$ cat src/rtl/muldiv_sequencer_pkg.sv
// Shared core types for the EX-stage M-extension unit: funct3 encodings,
// sequencer states, pipeline register layouts and operand-sign helpers.
package muldiv_sequencer_pkg;

  typedef enum logic [2:0] {
    OP_MUL    = 3'd0,
    OP_MULH   = 3'd1,
    OP_MULHSU = 3'd2,
    OP_MULHU  = 3'd3,
    OP_DIV    = 3'd4,
    OP_DIVU   = 3'd5,
    OP_REM    = 3'd6,
    OP_REMU   = 3'd7
  } muldiv_op_e;

  typedef enum logic [1:0] {
    ST_IDLE = 2'd0,
    ST_MUL  = 2'd1,
    ST_DIV  = 2'd2,
    ST_DONE = 2'd3
  } muldiv_state_e;

  typedef struct packed {
    logic [31:0] pc;
    logic [31:0] srca;
    logic [31:0] srcb;
    logic [4:0]  rd;
    logic [2:0]  funct3;
    logic        is_muldiv;
    logic        regwrite;
  } id_ex_t;

  typedef struct packed {
    logic [31:0] aluresult;
    logic [31:0] writedata;
    logic [4:0]  rd;
    logic        regwrite;
  } ex_mem_t;

  // Operand A is interpreted as signed for MUL, MULH, MULHSU, DIV, REM.
  function automatic logic op_a_signed(input logic [2:0] op);
    return (op == OP_MUL) || (op == OP_MULH) || (op == OP_MULHSU) ||
           (op == OP_DIV) || (op == OP_REM);
  endfunction

  // Operand B is interpreted as signed for MUL, MULH, DIV, REM.
  function automatic logic op_b_signed(input logic [2:0] op);
    return (op == OP_MUL) || (op == OP_MULH) ||
           (op == OP_DIV) || (op == OP_REM);
  endfunction

  // Signed divide ops are the only ones that can overflow.
  function automatic logic op_div_signed(input logic [2:0] op);
    return (op == OP_DIV) || (op == OP_REM);
  endfunction

endpackage

$ cat src/rtl/muldiv_sequencer_if.sv
// EX-stage <-> multiply/divide sequencer connection. The pipeline side is the
// master (issues ops, flushes); the sequencer is the slave.
interface muldiv_sequencer_if #(
  parameter int XLEN = 32
) ();
  logic            start;
  logic [2:0]      op;
  logic [XLEN-1:0] srca;
  logic [XLEN-1:0] srcb;
  logic            flush;
  logic            stall;
  logic            done;
  logic [XLEN-1:0] result;

  modport master (
    output start, op, srca, srcb, flush,
    input  stall, done, result
  );

  modport slave (
    input  start, op, srca, srcb, flush,
    output stall, done, result
  );
endinterface

$ cat src/rtl/muldiv_datapath.sv
// Multiply/divide datapath: captures operand magnitudes and signs, performs one
// shift-add or restoring shift-subtract step per enabled cycle, and forms the
// signed, op-selected result on the final step (or on a fast-path capture).
module muldiv_datapath
  import muldiv_sequencer_pkg::*;
#(
  parameter int XLEN = 32
) (
  input  logic            clk,
  input  logic            rst_n,
  input  logic            capture,   // IDLE exit: latch op and operands
  input  logic            step,      // one iteration this edge
  input  logic            finish,    // this step is the last one
  input  logic [2:0]      op_in,
  input  logic [XLEN-1:0] srca,
  input  logic [XLEN-1:0] srcb,
  output logic            fast,      // no iteration needed for these operands
  output logic [XLEN-1:0] result
);

  localparam logic [XLEN-1:0] MIN_NEG = {1'b1, {(XLEN-1){1'b0}}};

  // hi/lo hold the running product (upper/lower half) for multiplies and the
  // partial remainder/quotient for divides; b_reg is multiplicand or divisor.
  logic [2:0]      op_reg;
  logic [XLEN-1:0] b_reg;
  logic [XLEN-1:0] hi_reg;
  logic [XLEN-1:0] lo_reg;
  logic            neg_q_reg;
  logic            neg_r_reg;
  logic [XLEN-1:0] result_reg;

  logic            a_neg, b_neg;
  logic [XLEN-1:0] a_mag, b_mag;
  logic            div_zero, div_ovf;
  logic [XLEN-1:0] fast_res;

  logic [XLEN-1:0] addend;
  logic [XLEN:0]   mul_sum;
  logic [XLEN:0]   div_shift;
  logic [XLEN:0]   div_diff;
  logic            div_ok;
  logic [XLEN-1:0] hi_step, lo_step;

  logic [2*XLEN-1:0] prod_s;
  logic [XLEN-1:0]   quo_s, rem_s;
  logic [XLEN-1:0]   final_res;

  // Operand sign/magnitude split and fast-path detection on the raw inputs.
  always_comb begin
    a_neg    = op_a_signed(op_in) & srca[XLEN-1];
    b_neg    = op_b_signed(op_in) & srcb[XLEN-1];
    a_mag    = a_neg ? -srca : srca;
    b_mag    = b_neg ? -srcb : srcb;
    div_zero = (srcb == '0);
    div_ovf  = op_div_signed(op_in) & (srca == MIN_NEG) & (srcb == '1);
    fast     = div_zero | div_ovf;
    fast_res = '0;
    if (op_in[2]) begin
      if (div_zero) fast_res = op_in[1] ? srca : '1;
      else          fast_res = op_in[1] ? '0 : MIN_NEG;
    end
  end

  // Multiplicand gated by the current multiplier LSB, bit by bit.
  generate
    for (genvar gi = 0; gi < XLEN; gi++) begin : g_addend
      assign addend[gi] = b_reg[gi] & lo_reg[0];
    end
  endgenerate

  // One iteration of either shift-add (multiply) or restoring divide.
  always_comb begin
    mul_sum   = {1'b0, hi_reg} + {1'b0, addend};
    div_shift = {hi_reg, lo_reg[XLEN-1]};
    div_diff  = div_shift - {1'b0, b_reg};
    div_ok    = ~div_diff[XLEN];
    if (op_reg[2]) begin
      hi_step = div_ok ? div_diff[XLEN-1:0] : div_shift[XLEN-1:0];
      lo_step = {lo_reg[XLEN-2:0], div_ok};
    end else begin
      hi_step = mul_sum[XLEN:1];
      lo_step = {mul_sum[0], lo_reg[XLEN-1:1]};
    end
  end

  // Sign correction and result selection applied to the post-step values, so
  // the registered result is ready in the same cycle done goes high.
  always_comb begin
    prod_s = neg_q_reg ? -{hi_step, lo_step} : {hi_step, lo_step};
    quo_s  = neg_q_reg ? -lo_step : lo_step;
    rem_s  = neg_r_reg ? -hi_step : hi_step;
    case (op_reg)
      OP_MUL:                      final_res = prod_s[XLEN-1:0];
      OP_MULH, OP_MULHSU, OP_MULHU: final_res = prod_s[2*XLEN-1:XLEN];
      OP_DIV, OP_DIVU:             final_res = quo_s;
      default:                     final_res = rem_s;
    endcase
  end

  // Operand capture, iteration state and the held result register.
  always_ff @(posedge clk) begin
    if (!rst_n) begin
      op_reg     <= '0;
      b_reg      <= '0;
      hi_reg     <= '0;
      lo_reg     <= '0;
      neg_q_reg  <= 1'b0;
      neg_r_reg  <= 1'b0;
      result_reg <= '0;
    end else if (capture) begin
      op_reg    <= op_in;
      b_reg     <= b_mag;
      hi_reg    <= '0;
      lo_reg    <= a_mag;
      neg_q_reg <= a_neg ^ b_neg;
      neg_r_reg <= a_neg;
      if (fast) result_reg <= fast_res;
    end else if (step) begin
      hi_reg <= hi_step;
      lo_reg <= lo_step;
      if (finish) result_reg <= final_res;
    end
  end

  assign result = result_reg;

endmodule

$ cat src/rtl/muldiv_sequencer.sv
// Iterative M-extension unit for the EX stage: FSM, iteration counter and
// pipeline stall; arithmetic lives in muldiv_datapath.
module muldiv_sequencer
  import muldiv_sequencer_pkg::*;
#(
  parameter int XLEN = 32,
  parameter int ITER = 32   // must equal XLEN: one bit per iteration
) (
  input  logic                  clk,
  input  logic                  rst_n,
  muldiv_sequencer_if.slave     bus
);

  localparam int CW = $clog2(ITER) + 1;
  localparam logic [CW-1:0] LAST = CW'(ITER - 1);

  localparam logic [1:0] S_IDLE = ST_IDLE;
  localparam logic [1:0] S_MUL  = ST_MUL;
  localparam logic [1:0] S_DIV  = ST_DIV;
  localparam logic [1:0] S_DONE = ST_DONE;

  logic [1:0]    state_reg, state_next;
  logic [CW-1:0] cnt_reg;
  logic          done_reg;
  logic          capture, busy, step, last, finish, fast;

  // Control decode; flush suppresses both capture and iteration.
  always_comb begin
    capture = (state_reg == S_IDLE) & bus.start & ~bus.flush;
    busy    = (state_reg == S_MUL) | (state_reg == S_DIV);
    step    = busy & ~bus.flush;
    last    = (cnt_reg == LAST);
    finish  = step & last;
  end

  // Next-state logic; flush overrides everything, start is only seen in IDLE.
  always_comb begin
    state_next = state_reg;
    case (state_reg)
      S_IDLE:  if (capture) state_next = fast ? S_DONE : (bus.op[2] ? S_DIV : S_MUL);
      S_MUL,
      S_DIV:   if (last) state_next = S_DONE;
      default: state_next = S_IDLE;
    endcase
    if (bus.flush) state_next = S_IDLE;
  end

  // State, iteration counter and registered done pulse.
  always_ff @(posedge clk) begin
    if (!rst_n) begin
      state_reg <= S_IDLE;
      cnt_reg   <= '0;
      done_reg  <= 1'b0;
    end else begin
      state_reg <= state_next;
      done_reg  <= (state_next == S_DONE);
      if (state_reg == S_IDLE) cnt_reg <= '0;
      else if (step)           cnt_reg <= cnt_reg + 1'b1;
    end
  end

  muldiv_datapath #(.XLEN(XLEN)) u_datapath (
    .clk     (clk),
    .rst_n   (rst_n),
    .capture (capture),
    .step    (step),
    .finish  (finish),
    .op_in   (bus.op),
    .srca    (bus.srca),
    .srcb    (bus.srcb),
    .fast    (fast),
    .result  (bus.result)
  );

  // Stall holds the front of the pipe while an op is accepted or iterating;
  // it drops in DONE so the EX instruction advances with the result.
  assign bus.stall = rst_n & (capture | busy);
  assign bus.done  = done_reg;

endmodule

$ cat src/flat_wrapper.sv
// flat-port wrapper written by rule: the top's interface ports become plain ports
module muldiv_sequencer_flat import muldiv_sequencer_pkg::*;
#(
  parameter int XLEN = 32,
  parameter int ITER = 32                                            
)
  (clk, rst_n, bus_start, bus_op, bus_srca, bus_srcb, bus_flush, bus_stall, bus_done, bus_result);
  muldiv_sequencer_if #(.XLEN(XLEN)) bus_i ();
  input  logic clk;
  input  logic rst_n;
  input wire logic [$bits(bus_i.start)-1:0] bus_start;
  input wire logic [$bits(bus_i.op)-1:0] bus_op;
  input wire logic [$bits(bus_i.srca)-1:0] bus_srca;
  input wire logic [$bits(bus_i.srcb)-1:0] bus_srcb;
  input wire logic [$bits(bus_i.flush)-1:0] bus_flush;
  output wire logic [$bits(bus_i.stall)-1:0] bus_stall;
  output wire logic [$bits(bus_i.done)-1:0] bus_done;
  output wire logic [$bits(bus_i.result)-1:0] bus_result;
  assign bus_i.start = bus_start;
  assign bus_i.op = bus_op;
  assign bus_i.srca = bus_srca;
  assign bus_i.srcb = bus_srcb;
  assign bus_i.flush = bus_flush;
  assign bus_stall = bus_i.stall;
  assign bus_done = bus_i.done;
  assign bus_result = bus_i.result;
  muldiv_sequencer #(.XLEN(XLEN), .ITER(ITER)) u_core (.clk(clk), .rst_n(rst_n), .bus(bus_i));
endmodule
$ cat config.mk
export PLATFORM = sky130hd
export DESIGN_NAME = muldiv_sequencer_flat
export DESIGN_NICKNAME = d
export VERILOG_FILES = /design/src/rtl/muldiv_sequencer_pkg.sv /design/src/rtl/muldiv_sequencer_if.sv /design/src/rtl/muldiv_datapath.sv /design/src/rtl/muldiv_sequencer.sv /design/src/flat_wrapper.sv
export SDC_FILE = /design/constraint.sdc
export NUM_CORES = 1
export LEC_CHECK = 0
export ABC_CLOCK_PERIOD_IN_PS = 7050
export BUFFER_PORTS_ARGS = -buffer_cell sky130_fd_sc_hd__buf_2
export CAP_MARGIN = 5
export CORE_ASPECT_RATIO = 2
export CORE_MARGIN = 5
export CORE_UTILIZATION = 50
export DETAILED_ROUTE_END_ITERATION = 6
export PLACE_DENSITY = 0.7
export SLEW_MARGIN = 5
export SYNTH_ARGS = -nofsm -noshare
export SYNTH_HDL_FRONTEND = slang
export SYNTH_HIERARCHICAL = 1
export SYNTH_SLANG_ARGS = --single-unit
$ cat constraint.sdc
create_clock -name clk -period 7.05 [get_ports clk]
set_input_delay 0 -clock clk [delete_from_list [all_inputs] [get_ports clk]]
set_output_delay 0 -clock clk [all_outputs]
set_load 0.005 [all_outputs]
==> flow_metrics.py <==
metrics = {
    "run_status": {
        "status": "finished, violations left",
        "violations": "DRC",
    },
    "route": {
        "detail_route.vias_per_cell": 6.94,
        "detailedRoute.firstIterationViolations": 1772,
        "postRouteWirelength_mm": 81.8,
        "postRouteAntennaNets": 0,
        "drc": 1,
        "drt-pass1-iter-count": 7,
        "via_count": 19534,
        "wl_per_cell_um": 29.1,
    },
    "global_routing": {
        "grt_first_pass_wirelength_mm": 119,
        "grt_pass1_vias": 19223,
        "grt_start_max_net_pins": 100,
        "grt_antenna_before_repair": 3,
        "grt_usage": 0.425,
        "global_route.overflow_total": 0,
    },
    "worst_setup_path": {
        "startpoint_type": "flip-flop",
        "worstSetupStartpoint": "u_core/u_datapath/lo_reg[31]",
        "critPathCapture": "u_core/u_datapath/result[30]",
        "worst_r2r_startpoint": "u_core/u_datapath/lo_reg[31]",
        "cp.required_ns": 7.40,
        "timing.reg2reg.worst_path_depth": 24,
        "ff2ff_setup_slack_ns": 1.34,
        "worstPathArrival_ns": 6.06,
        "worst_setup_path_end_kind": "flip-flop",
        "critical_path_class": "reg -> reg",
        "rr_endpoint": "u_core/u_datapath/result[30]",
        "critical_path_peak_fanout": 8,
    },
    "yosys": {
        "synth-seq-cells": 142,
        "post_synth_inst_count": 2288,
        "synth.most_common_cell": "sky130_fd_sc_hd__nor2_1",
        "yosysTopAreaCell": "sky130_fd_sc_hd__dfxtp_1",
        "synth_top_area_share": 0.173,
        "number_of_distinct_standard_cells_referenced_by_the_synthesized_netlist": 112,
        "synthesis.area_um2": 16400,
        "synth_fp_nets": 2433,
        "synth_top_cells_by_area": "sky130_fd_sc_hd__dfxtp_1 (17%), sky130_fd_sc_hd__nor2_1 (6.3%), sky130_fd_sc_hd__ha_1 (5.5%)",
        "ys_warn_count": 6,
        "synth_top_cells_by_count": "sky130_fd_sc_hd__nor2_1 (274), sky130_fd_sc_hd__a21oi_1 (172), sky130_fd_sc_hd__nand2_1 (163), sky130_fd_sc_hd__o21ai_0 (150), sky130_fd_sc_hd__dfxtp_1 (142)",
        "ys_dominant_reg_cell": "sky130_fd_sc_hd__dfxtp_1",
        "synth.avg_cell_area_um2": 7.17,
        "number_of_synthesized_flops_with_an_enable_pin": 0,
        "asyncSetResetFlopFracSynth": 0,
        "ys_seq_area_frac": 0.173,
    },
    "floorplan": {
        "placement_rows": 94,
        "design.portCount": 105,
        "core_footprint_um2": 32700,
        "dieArea_um2": 36800,
        "floorplan.initialDensity": 0.502,
        "fp.dieW_um": 138,
        "die_h_um": 266,
    },
    "sta": {
        "timing.setup.tns_ns": 0,
        "setup_violations": 0,
        "slew-limit-headroom": 0.196,
        "finalHoldViolations": 0,
        "worst_slew_pin_slew_ns": 1.20,
        "slew_viol_final": 0,
        "timing.final.crit_share": 0.810,
        "final.setup_skew_ns": 0.0161,
        "crit_path_time_final_ns": 5.71,
        "grt_setup_unrepaired": "no",
        "max_clock_freq_mhz": 175,
    },
    "clocking": {
        "cts_inserted_buffers": 17,
        "largest_buffer_count_on_any_clock_path": 2,
        "clk_root_buffer_cell": "sky130_fd_sc_hd__clkbuf_16",
        "cts_repair_resize_count": 0,
        "clock_insertion_delay_worst_skew_ns": 0.46,
        "clock_sink_count": 142,
        "clk_pin_slew_worst_paths_ns": 0.07,
        "tritoncts": "built",
        "htree_levels": 4,
    },
    "final_layout": {
        "final_core_util": 0.561,
        "fillCellCount": 3309,
        "final_layout_size_suffix_gt1_frac": 0.113,
        "flow.area_growth_from_synthesis_pct": 11.8,
        "finish.net_count": 2512,
    },
    "flow_run": {
        "maxCapViolCount": 0,
    },
    "place": {
        "detailed_place_hpwl_mm": 62.8,
        "place.gp.congestion": 1.05,
        "portBuffers": 104,
    },
    "power": {
        "ir_worst_vdd_mv": 0.181,
        "cellPowerDensity_nw_per_um2": 170,
        "total_leakage_power_nw": 7.21,
    },
    "min_path": {
        "holdCritStartpoint": "bus_srcb[3]",
        "hold_class": "in -> reg",
    },
}
==> routing by layer <==
metal	part of all wire	routed length (um)	GRT usage	vias to the layer above
li1	-	-	-	8744
met1	0.32	25800	0.389	9165
met2	0.48	39400	0.746	1169
met3	0.068	5540	0.0797	454
met4	0.13	11000	0.462	2
met5	0.00016	13	0	-
==> power by group <==
| part | leakage, nW | total [mW] | switching [mW] | internal, mW |
|---|---|---|---|---|
| clock network | 0.289 | 0.968 | 0.430 | 0.538 |
| logic | 5.76 | 1.26 | 0.848 | 0.412 |
| registers | 1.16 | 0.885 | 0.0487 | 0.836 |
| total | 7.21 | 3.11 | 1.33 | 1.79 |
==> how the worst min path moves through the flow <==
stage,end,slack (ns),depth (start not counted)
after global placement,u_core/u_datapath/op_reg[0],0.27,3
after global routing,u_core/u_datapath/b_reg[22],0.02,3
final,u_core/u_datapath/b_reg[5],0.03,4
after detailed placement,u_core/u_datapath/op_reg[0],0.29,3
after floorplan,bus_stall,0.09,1
after CTS,u_core/u_datapath/b_reg[22],0.0004,3
==> cells in the final DEF (no fill, tap or decap), drive strengths merged, types with 8 or more instances in the layout <==
cell,n
a211oi,82
a21o,45
a21oi,174
a221oi,15
a311oi,23
a31oi,34
a41oi,10
and2,59
and3,24
buf,158
clkbuf,19
clkinv,8
dfxtp,142
dlygate4sd3,48
ha,72
inv,82
mux2,14
mux2i,70
nand2,163
nand2b,24
nand3,60
nand3b,8
nand4,42
nor2,276
nor2b,14
nor3,62
nor4,30
o211ai,34
o21a,20
o21ai,157
o221ai,15
o22ai,8
o31ai,27
o41ai,11
or3,48
or4,14
xnor2,90
xor2,54
==> logic make-up (layout without fill, tap and decap cells) <==
group,count (synthesis),in the layout,share of synthesized area
AOI/OAI and AO/OA,760,760,0.318
muxes,84,84,0.0527
adders and majority gates,74,74,0.0573
xor gates and xnor gates,144,144,0.0768
DFF,142,142,0.173
other,0,1,0
buffers and inverters,226,318,0.0575
and+or+nand+nor,858,858,0.265
==> what timing repair did <==
action                    4_1_cts  5_1_grt
setup buffers                   0        0
hold endpoints to repair       54        0
hold buffers                   48        0
==> cell type report <==
class / instances / area (um^2) / area share
flip-flops and latches: 142 / 2850 / 0.155
diodes: 1 / 2.50 / 0.000136
multi-input cells: 1920 / 12700 / 0.689
clock inverters: 13 / 151 / 0.00825
inverters: 80 / 300 / 0.0164
repair buffers: 206 / 1420 / 0.0773
clock buffers: 19 / 443 / 0.0241
well taps: 432 / 541 / 0.0294
==> critical path, cell delays in order, from the launching register on <==
cell                       delay [ns]
sky130_fd_sc_hd__dfxtp_1         0.31
sky130_fd_sc_hd__buf_4           0.16
sky130_fd_sc_hd__inv_1           0.06
sky130_fd_sc_hd__ha_1            0.21
sky130_fd_sc_hd__fa_1            0.41
sky130_fd_sc_hd__nand2b_1        0.18
sky130_fd_sc_hd__a21oi_1         0.40
sky130_fd_sc_hd__o21a_2          0.27
sky130_fd_sc_hd__o211ai_2        0.16
sky130_fd_sc_hd__a21oi_2         0.25
sky130_fd_sc_hd__o31ai_2         0.09
sky130_fd_sc_hd__buf_4           0.22
sky130_fd_sc_hd__inv_1           0.18
sky130_fd_sc_hd__ha_1            0.19
sky130_fd_sc_hd__and2_1          0.24
sky130_fd_sc_hd__nand4_1         0.14
sky130_fd_sc_hd__or2_2           0.37
sky130_fd_sc_hd__or4_1           0.42
sky130_fd_sc_hd__nor2_1          0.38
sky130_fd_sc_hd__nand2_1         0.10
sky130_fd_sc_hd__nor3_1          0.14
sky130_fd_sc_hd__nand3_1         0.13
sky130_fd_sc_hd__nor4_1          0.26
sky130_fd_sc_hd__mux2i_1         0.12
sky130_fd_sc_hd__a32o_1          0.22
==> stage by stage <==
stage                     setup WS (ns)  power [mW]  instances  area [um^2]  hold slack [ns]
final                              1.34        3.11       2813        18400           0.0264
after detailed placement           1.47        2.09       2732        17300            0.287
after CTS                          1.44        3.07       2812        18400         0.000401
after floorplan                    2.27        1.68       2288        16400           0.0899
after global placement             1.55        2.08       2732        17300            0.275
after global routing               1.09        3.21       2812        18400           0.0233
Note: power is estimated with default switching activity, not from simulation.
